**src/rtl/layer_sequencer.sv**
```systemverilog
// Time-multiplexed fully-connected layer: one shared MAC walks all neurons, streaming results over valid/ready.
// Optional macro LAYER_SEQ_RELU_EN clamps negative results to zero before they are registered.
`ifndef DATA_WIDTH
`define DATA_WIDTH 16
`endif
`ifndef ACC_WIDTH
`define ACC_WIDTH 32
`endif

module layer_sequencer #(
  parameter int IN_N       = 16,
  parameter int OUT_N      = 8,
  parameter int DATA_WIDTH = `DATA_WIDTH,
  parameter int ACC_WIDTH  = `ACC_WIDTH,
  parameter int FRAC_BITS  = 8,
  parameter int ADDR_WIDTH = $clog2(IN_N*OUT_N)
) (
  input  logic                             clk,
  input  logic                             rst_n,
  input  logic                             start,
  input  logic [IN_N-1:0][DATA_WIDTH-1:0]  in_vec,
  input  logic [OUT_N-1:0][DATA_WIDTH-1:0] biases,
  output logic                             w_rd_en,
  output logic [ADDR_WIDTH-1:0]            w_addr,
  input  logic [DATA_WIDTH-1:0]            w_rdata,
  output logic                             out_valid,
  input  logic                             out_ready,
  output logic [$clog2(OUT_N)-1:0]         out_idx,
  output logic [DATA_WIDTH-1:0]            out_data,
  output logic                             busy,
  output logic                             done
);

  localparam int KW = (IN_N > 1) ? $clog2(IN_N) : 1;
  localparam int JW = $clog2(OUT_N);
  localparam logic [KW-1:0] K_LAST = KW'(IN_N - 1);
  localparam logic [JW-1:0] J_LAST = JW'(OUT_N - 1);
  localparam logic signed [ACC_WIDTH-1:0] SAT_MAX =
    {{(ACC_WIDTH-DATA_WIDTH+1){1'b0}}, {(DATA_WIDTH-1){1'b1}}};
  localparam logic signed [ACC_WIDTH-1:0] SAT_MIN =
    {{(ACC_WIDTH-DATA_WIDTH+1){1'b1}}, {(DATA_WIDTH-1){1'b0}}};

  typedef enum logic [2:0] {S_IDLE, S_MAC, S_DRAIN, S_SCALE, S_OUT, S_DONE} state_t;

  state_t                        state_q;
  logic [KW-1:0]                 k_q;
  logic [KW-1:0]                 rd_idx_q;
  logic                          rd_vld_q;
  logic [JW-1:0]                 j_q;
  logic signed [ACC_WIDTH-1:0]   acc_q;
  logic                          w_rd_en_q;
  logic [ADDR_WIDTH-1:0]         w_addr_q;
  logic                          out_valid_q;
  logic [JW-1:0]                 out_idx_q;
  logic [DATA_WIDTH-1:0]         out_data_q;
  logic                          busy_q;
  logic                          done_q;

  logic signed [2*DATA_WIDTH-1:0] prod;
  logic signed [ACC_WIDTH-1:0]    acc_sum;
  logic signed [ACC_WIDTH-1:0]    scaled;
  logic [DATA_WIDTH-1:0]          result_d;
  logic [JW-1:0]                  j_inc;

  function automatic logic signed [ACC_WIDTH-1:0] bias_to_acc(input logic [DATA_WIDTH-1:0] b);
    return ACC_WIDTH'($signed(b)) <<< FRAC_BITS;
  endfunction

  // rd_idx_q tags w_rdata with the input element it must be multiplied by.
  always_comb begin
    prod    = (2*DATA_WIDTH)'($signed(in_vec[rd_idx_q])) * (2*DATA_WIDTH)'($signed(w_rdata));
    acc_sum = acc_q + ACC_WIDTH'(prod);
    scaled  = acc_q >>> FRAC_BITS;
    j_inc   = j_q + JW'(1);
    if (scaled > SAT_MAX) begin
      result_d = SAT_MAX[DATA_WIDTH-1:0];
    end else if (scaled < SAT_MIN) begin
      result_d = SAT_MIN[DATA_WIDTH-1:0];
    end else begin
      result_d = scaled[DATA_WIDTH-1:0];
    end
`ifdef LAYER_SEQ_RELU_EN
    if (result_d[DATA_WIDTH-1]) begin
      result_d = '0;
    end
`endif
  end

  always_ff @(posedge clk or negedge rst_n) begin
    if (!rst_n) begin
      state_q     <= S_IDLE;
      k_q         <= '0;
      rd_idx_q    <= '0;
      rd_vld_q    <= 1'b0;
      j_q         <= '0;
      acc_q       <= '0;
      w_rd_en_q   <= 1'b0;
      w_addr_q    <= '0;
      out_valid_q <= 1'b0;
      out_idx_q   <= '0;
      out_data_q  <= '0;
      busy_q      <= 1'b0;
      done_q      <= 1'b0;
    end else begin
      done_q   <= 1'b0;
      rd_vld_q <= w_rd_en_q;
      rd_idx_q <= k_q;
      if (rd_vld_q) begin
        acc_q <= acc_sum;
      end
      case (state_q)
        S_IDLE: begin
          if (start) begin
            j_q       <= '0;
            k_q       <= '0;
            acc_q     <= bias_to_acc(biases[0]);
            w_rd_en_q <= 1'b1;
            w_addr_q  <= '0;
            busy_q    <= 1'b1;
            state_q   <= S_MAC;
          end
        end
        S_MAC: begin
          if (k_q == K_LAST) begin
            w_rd_en_q <= 1'b0;
            state_q   <= S_DRAIN;
          end else begin
            k_q      <= k_q + KW'(1);
            w_addr_q <= w_addr_q + ADDR_WIDTH'(1);
          end
        end
        // Last weight lands this cycle; the accumulate above absorbs it.
        S_DRAIN: state_q <= S_SCALE;
        S_SCALE: begin
          out_data_q  <= result_d;
          out_idx_q   <= j_q;
          out_valid_q <= 1'b1;
          state_q     <= S_OUT;
        end
        S_OUT: begin
          if (out_ready) begin
            out_valid_q <= 1'b0;
            if (j_q == J_LAST) begin
              done_q  <= 1'b1;
              state_q <= S_DONE;
            end else begin
              // Rows are contiguous, so the next neuron's address just continues counting.
              j_q       <= j_inc;
              k_q       <= '0;
              acc_q     <= bias_to_acc(biases[j_inc]);
              w_rd_en_q <= 1'b1;
              w_addr_q  <= w_addr_q + ADDR_WIDTH'(1);
              state_q   <= S_MAC;
            end
          end
        end
        S_DONE: begin
          busy_q  <= 1'b0;
          state_q <= S_IDLE;
        end
        default: state_q <= S_IDLE;
      endcase
    end
  end

  assign w_rd_en   = w_rd_en_q;
  assign w_addr    = w_addr_q;
  assign out_valid = out_valid_q;
  assign out_idx   = out_idx_q;
  assign out_data  = out_data_q;
  assign busy      = busy_q;
  assign done      = done_q;

endmodule

```
**config.mk**
```make
export PLATFORM = sky130hd
export DESIGN_NAME = layer_sequencer
export DESIGN_NICKNAME = d
export VERILOG_FILES = /design/src/rtl/layer_sequencer.sv
export SDC_FILE = /design/constraint.sdc
export NUM_CORES = 1
export LEC_CHECK = 0
export ABC_CLOCK_PERIOD_IN_PS = 8230
export CORE_UTILIZATION = 50
export DETAILED_ROUTE_END_ITERATION = 16
export GPL_TIMING_DRIVEN = 1
export HOLD_SLACK_MARGIN = 0.03
export PLACE_DENSITY = 0.81
export SLEW_MARGIN = 30
export SYNTH_ARGS = -nofsm -noshare
export SYNTH_HDL_FRONTEND = slang
export SYNTH_SLANG_ARGS = --single-unit
```
**constraint.sdc**
```tcl
create_clock -name clk -period 8.23 [get_ports clk]
set_input_delay 1.646 -clock clk [delete_from_list [all_inputs] [get_ports clk]]
set_output_delay 1.646 -clock clk [all_outputs]
set_load 0.05 [all_outputs]
```
; Yosys cells after proc, flatten, opt, wreduce, memory -nomap -nowiden
; Index checks and enable logic that the tools add are counted.
[classes]
add_sub_neg = 4
multipliers = 1
order_cmp = 4
n_eq_ne = 12
mux = 41
n_reduce_logical = 11
[ops]
columns = operator, count
row1 = 32-bit two-way mux, 4
row2 = 16-bit binary-select mux with 4-bit select, 1
row3 = 16-bit two-way mux, 4
row4 = 32-bit one-hot mux with 2 select lines, 1
row5 = 16-bit binary-select mux with 3-bit select, 1
row6 = 32-bit adder, 1
row7 = 16-bit by 16-bit multiplier with 32-bit output, 1
row8 = 7-bit two-way mux, 4
row9 = 24-bit by 16-bit > comparator with 1-bit output (second input constant), 1
row10 = 24-bit by 16-bit less-than comparator with 1-bit output (second input constant), 1
row11 = 3-bit two-way mux, 7
row12 = 7-bit one-hot mux with 3 select lines, 1
row13 = 4-bit two-way mux, 4
row14 = 3-bit one-hot mux with 5 select lines, 1
row15 = 4-bit one-hot mux with 3 select lines, 1
row16 = 2-bit inequality test (second input constant), 5
row17 = 5-bit AND reduction, 2
row18 = 3-bit == test (second input constant), 3
row19 = 1-bit two-way mux, 8
row20 = 7-bit by 1-bit adder with 7-bit output (second input constant), 1
row21 = 3-bit by 2-bit == test with 1-bit output (second input constant), 2
row22 = 3-bit one-hot mux with 2 select lines, 1
row23 = 2-bit nonzero test, 3
row24 = 4-bit by 5-bit less-than comparator with 1-bit output (second input constant), 1
row25 = other kinds (12), 14
[totals]
register_bits = 77
word_cells = 86

; Depth between registers and ports, before layout
; Gate-level depths: netlist (run 1).
[depth]
depth_word = 8
depth_mapped = 27

; Worst setup path after synthesis (run 1)
; No wires, ideal clock.
[synth_timing]
kind = input-to-reg
from = input in_vec[255] (netlist name)
to = register acc_q[28]
slack_ps = 110
t_required_ps = 8099
t_arrival_ps = 7989
cell_stages = 21
setup_ps = 131
cell_sequence = mux4_2 -> mux4_2 -> clkbuf_1 -> nand2_1 -> fa_1 -> fa_1 -> inv_1 -> fa_1 -> fa_1 -> fa_1 -> inv_1 -> fa_1 -> inv_1 -> ha_1 -> a21o_1 -> a311oi_1 -> o21bai_1 -> a221o_1 -> a21oi_1 -> nor4b_1 -> or3_1
[synth_via]
elab_chain_cells = 8
word_cells_on_any_way = 9
classes_between = add/sub: 1 / mul: 1 / mux: 7
[synth_lines]
columns = item, line
row1 = start: declaration, 21  ; input logic [IN_N-1:0][DATA_WIDTH-1:0] in_vec,
row2 = 16-bit binary-select mux with 4-bit select (*), 71  ; prod = (2*DATA_WIDTH)'($signed(in_vec[rd_idx_q])) * (2*DATA_WIDTH)'($signed(w_rdata));
row3 = 16-bit two-way mux (implied by the code) (*), 71
row4 = 16-bit by 16-bit multiplier with 32-bit output (*), 71
row5 = 32-bit adder (*), 72  ; acc_sum = acc_q + ACC_WIDTH'(prod);
row6 = 32-bit two-way mux (*), 108  ; if (rd_vld_q) begin
row7 = 32-bit two-way mux, 143  ; if (j_q == J_LAST) begin
row8 = 32-bit two-way mux, 141  ; if (out_ready) begin
row9 = 32-bit one-hot mux with 2 select lines (*), 111  ; case (state_q)
row10 = end signal: assignment, 109  ; acc_q <= acc_sum;
row11 = end signal: assignment, 116  ; acc_q <= bias_to_acc(biases[0]);
row12 = end signal: assignment, 150  ; acc_q <= bias_to_acc(biases[j_inc]);
row13 = end: declaration, 50  ; logic signed [ACC_WIDTH-1:0] acc_q;
; Mark *: on every way between the ends. The rest lies on a longest branch, timed or not. The select of a mux whose other input is x is not followed.
; A chain may end at the register's enable or synchronous reset.

; Worst setup path in the final report (run 1)
[layout_timing]
from = input in_vec[148] (netlist name)
to = register acc_q[28]
; The elaborated chain is that of the path after synthesis.

==> results.toml, run 1 <==
[clock_tree]
cts_buffers = 9
cts_root_buffer = "clkbuf_16"
clkTransAtPathRegs_ps = 60
cts.sinks = 77
clk_latency_ps = 330
cts_tree = "yes"
htree_levels = 3
cts.path.max_buffers = 2

[critical_path]
crit_path_frequent_cell = "fa_1"
critPathCaptureType = "flop"
path_buf_inv = 10
crit_family = "adder cells"
crit_path_top_delay_cell = "fa_1"
worstPathRequired_ps = 8430
startpoint_type = "input port"
worst-setup-path-type = "in -> reg"
max_stage_delay_ps = 560
critical_path_arrival_ps = 8420
worstPathMaxFanout = 5

[yosys]
synth_area_um2 = 17030
syn_avg_cell_area_um2 = 10.08
ys_top_cells_by_area = "fa_1 (34%), mux4_2 (15%), dfrtp_1 (11%)"
yosysWarnings = 0
synthArstFlopShare_pct = 100.0
yosys-top-cells-count = "inv_1 (337), fa_1 (292), nand2_1 (185)"
yosys_most_used_dff = "dfrtp_1"
yosysMostFrequentCell = "inv_1"
yosysTopAreaCell = "fa_1"
ys_ff_latch = 77
synth.top_cell.area_share_pct = 34.33
syn_inst = 1689
synth-edff-count = 0
ys_types = 58
seq_area_frac_synth_pct = 11.32
syn-num-nets = 2487

[floorplan]
dieArea_um2 = 34800
coreArea_um2 = 33530
start_util_pct = 50.78
die_y_um = 186.5
io_pins = 434
fp.dieW_um = 186.5
std_cell_rows = 67

[routing]
drt_iter0_markers = 1337
drc_errors = 0
antenna_left = 0
via_per_inst = 5.660
num_vias = 15290
dr.pass1.iters = 6
wl_per_cell_um = 21.71
totalWireLength_um = 58660

[placed_design]
place.gp.congestion = 1.009
placedInstanceArea_um2 = 22730
io_buffers = 433
dp.final_hpwl_um = 45890

[sta]
setup_violations = 0
hold_viol = 0
slew_headroom_pct = 41.94
fin_crit_sh_pct = 99.89
worstMarginPinSlew_ps = 865.1
maxSlewViolCount = 0
max_freq_mhz = 121.6
finClkSkew_ps = 12.56
finalCriticalPeriod_ps = 8221

[run_status]
outcome = "complete, no violations"

[finish]
fin_nets = 3044
fill_cells = 2166
syn_to_final_growth_pct = 43.49
drive_gt1_share_pct = 20.75
fin_area_um2 = 24430

[global_routing]
grt-ovfl-total = 0
grt_max_degree = 78
grtUsageTotal_pct = 32.43
grt_pass1_wl_um = 88370
grt_pass1_vias = 16410
antenna_found_initial = 2

[hold_path]
hp-class = "reg -> reg"

[job]
cap_violations = 0
==> cell usage in the layout (no fill, tap or decap), types with 33 or more instances in the layout <==
cell type	count
fa_1	272
mux4_2	114
ha_1	92
dfrtp_1	74
buf_6	33
nand2_1	169
o21ai_0	55
inv_1	308
a21oi_1	41
clkdlybuf4s50_1	221
buf_4	150
nor2_1	67
and2_1	92
dlymetal6s2s_1	193
==> cell type report <==
class                      count  area (µm²)  area share (%)
antenna                        3       7.507         0.03073
clock buffer                  10       229.0          0.9372
clock inverter                 6       91.34          0.3739
inverter                     340        1279           5.234
multi-input combinational   1198       13980           57.23
sequential                    77        1933           7.913
tap                          448       560.5           2.294
timing repair buffer         620        6350           25.99
==> sequential cells by signal, summed over array words and instances, names as in the netlist <==
name	flops
acc_q	32
out_data	16
w_addr	7
k_q	4
rd_idx_q	4
j_q	3
out_idx	3
state_q	3
busy	1
done	1
out_valid	1
rd_vld_q	1
w_rd_en	1
==> worst paths after layout <==
check	cells after the start	from	to	slack [ps]
worst max-delay path	28	in_vec[148]	acc_q[28]$_DFF_PN0_	9
worst min-delay path	0	k_q[3]$_DFFE_PN0P_	rd_idx_q[3]$_DFF_PN0_	450
worst max register to register	25	rd_idx_q[0]$_DFF_PN0_	acc_q[28]$_DFF_PN0_	400
worst min register to register	0	k_q[3]$_DFFE_PN0P_	rd_idx_q[3]$_DFF_PN0_	450
max in group asynchronous	1	rst_n	rd_idx_q[0]$_DFF_PN0_	6360
min in group asynchronous	1	rst_n	w_addr[1]$_DFFE_PN0P_	1340
==> repair_timing <==
item	CTS	global route
gates cloned	1	1
resized for setup	66	341
buffers inserted	23	23
setup endpoints to repair	11	21
hold buffers	0	0
pin swaps	50	84
==> per-stage QoR <==
step                      utilization, %  setup TNS (ps)  hold WS, ps  instances  worst slack (ps)
after detailed placement           67.80           -6085        415.0       2636            -651.7
after floorplan                        -               0        382.6       1689             109.8
after global routing               72.84          -328.0        445.6       2700            -111.1
after global placement             67.80           -4586        410.0       2636            -462.5
final                              72.86               0        445.2       2702             8.685
after CTS                          69.92          -27.36        442.6       2676            -21.10
==> cell families after synthesis <==
group / after synthesis / synth area share (%)
mux: 147 / 16.89
xor+xnor: 38 / 1.999
simple gates: 438 / 12.26
fa+ha+maj: 394 / 41.83
flops: 77 / 11.32
buf+inv: 416 / 9.296
compound gates: 179 / 6.408
==> metal layers <==
layer,routed length [µm],GRT usage (%),vias up
li1,-,-,6593
met1,22130,42.62,7673
met2,29600,55.42,881
met3,4952,4.946,145
met4,1978,10.15,0
met5,0,0,-
Power of run 1 is not shown: default switching activity piles up to over one toggle a cycle in this logic, so the estimate is an artifact.
==> inputs of run 2 (changes only) <==
- CTS_CLUSTER_DIAMETER: not set -> 120
==> results of run 2 <==
Final layout, timing and power as in run 1 (identical DEF).
Power of run 2 is left out for the same reason.
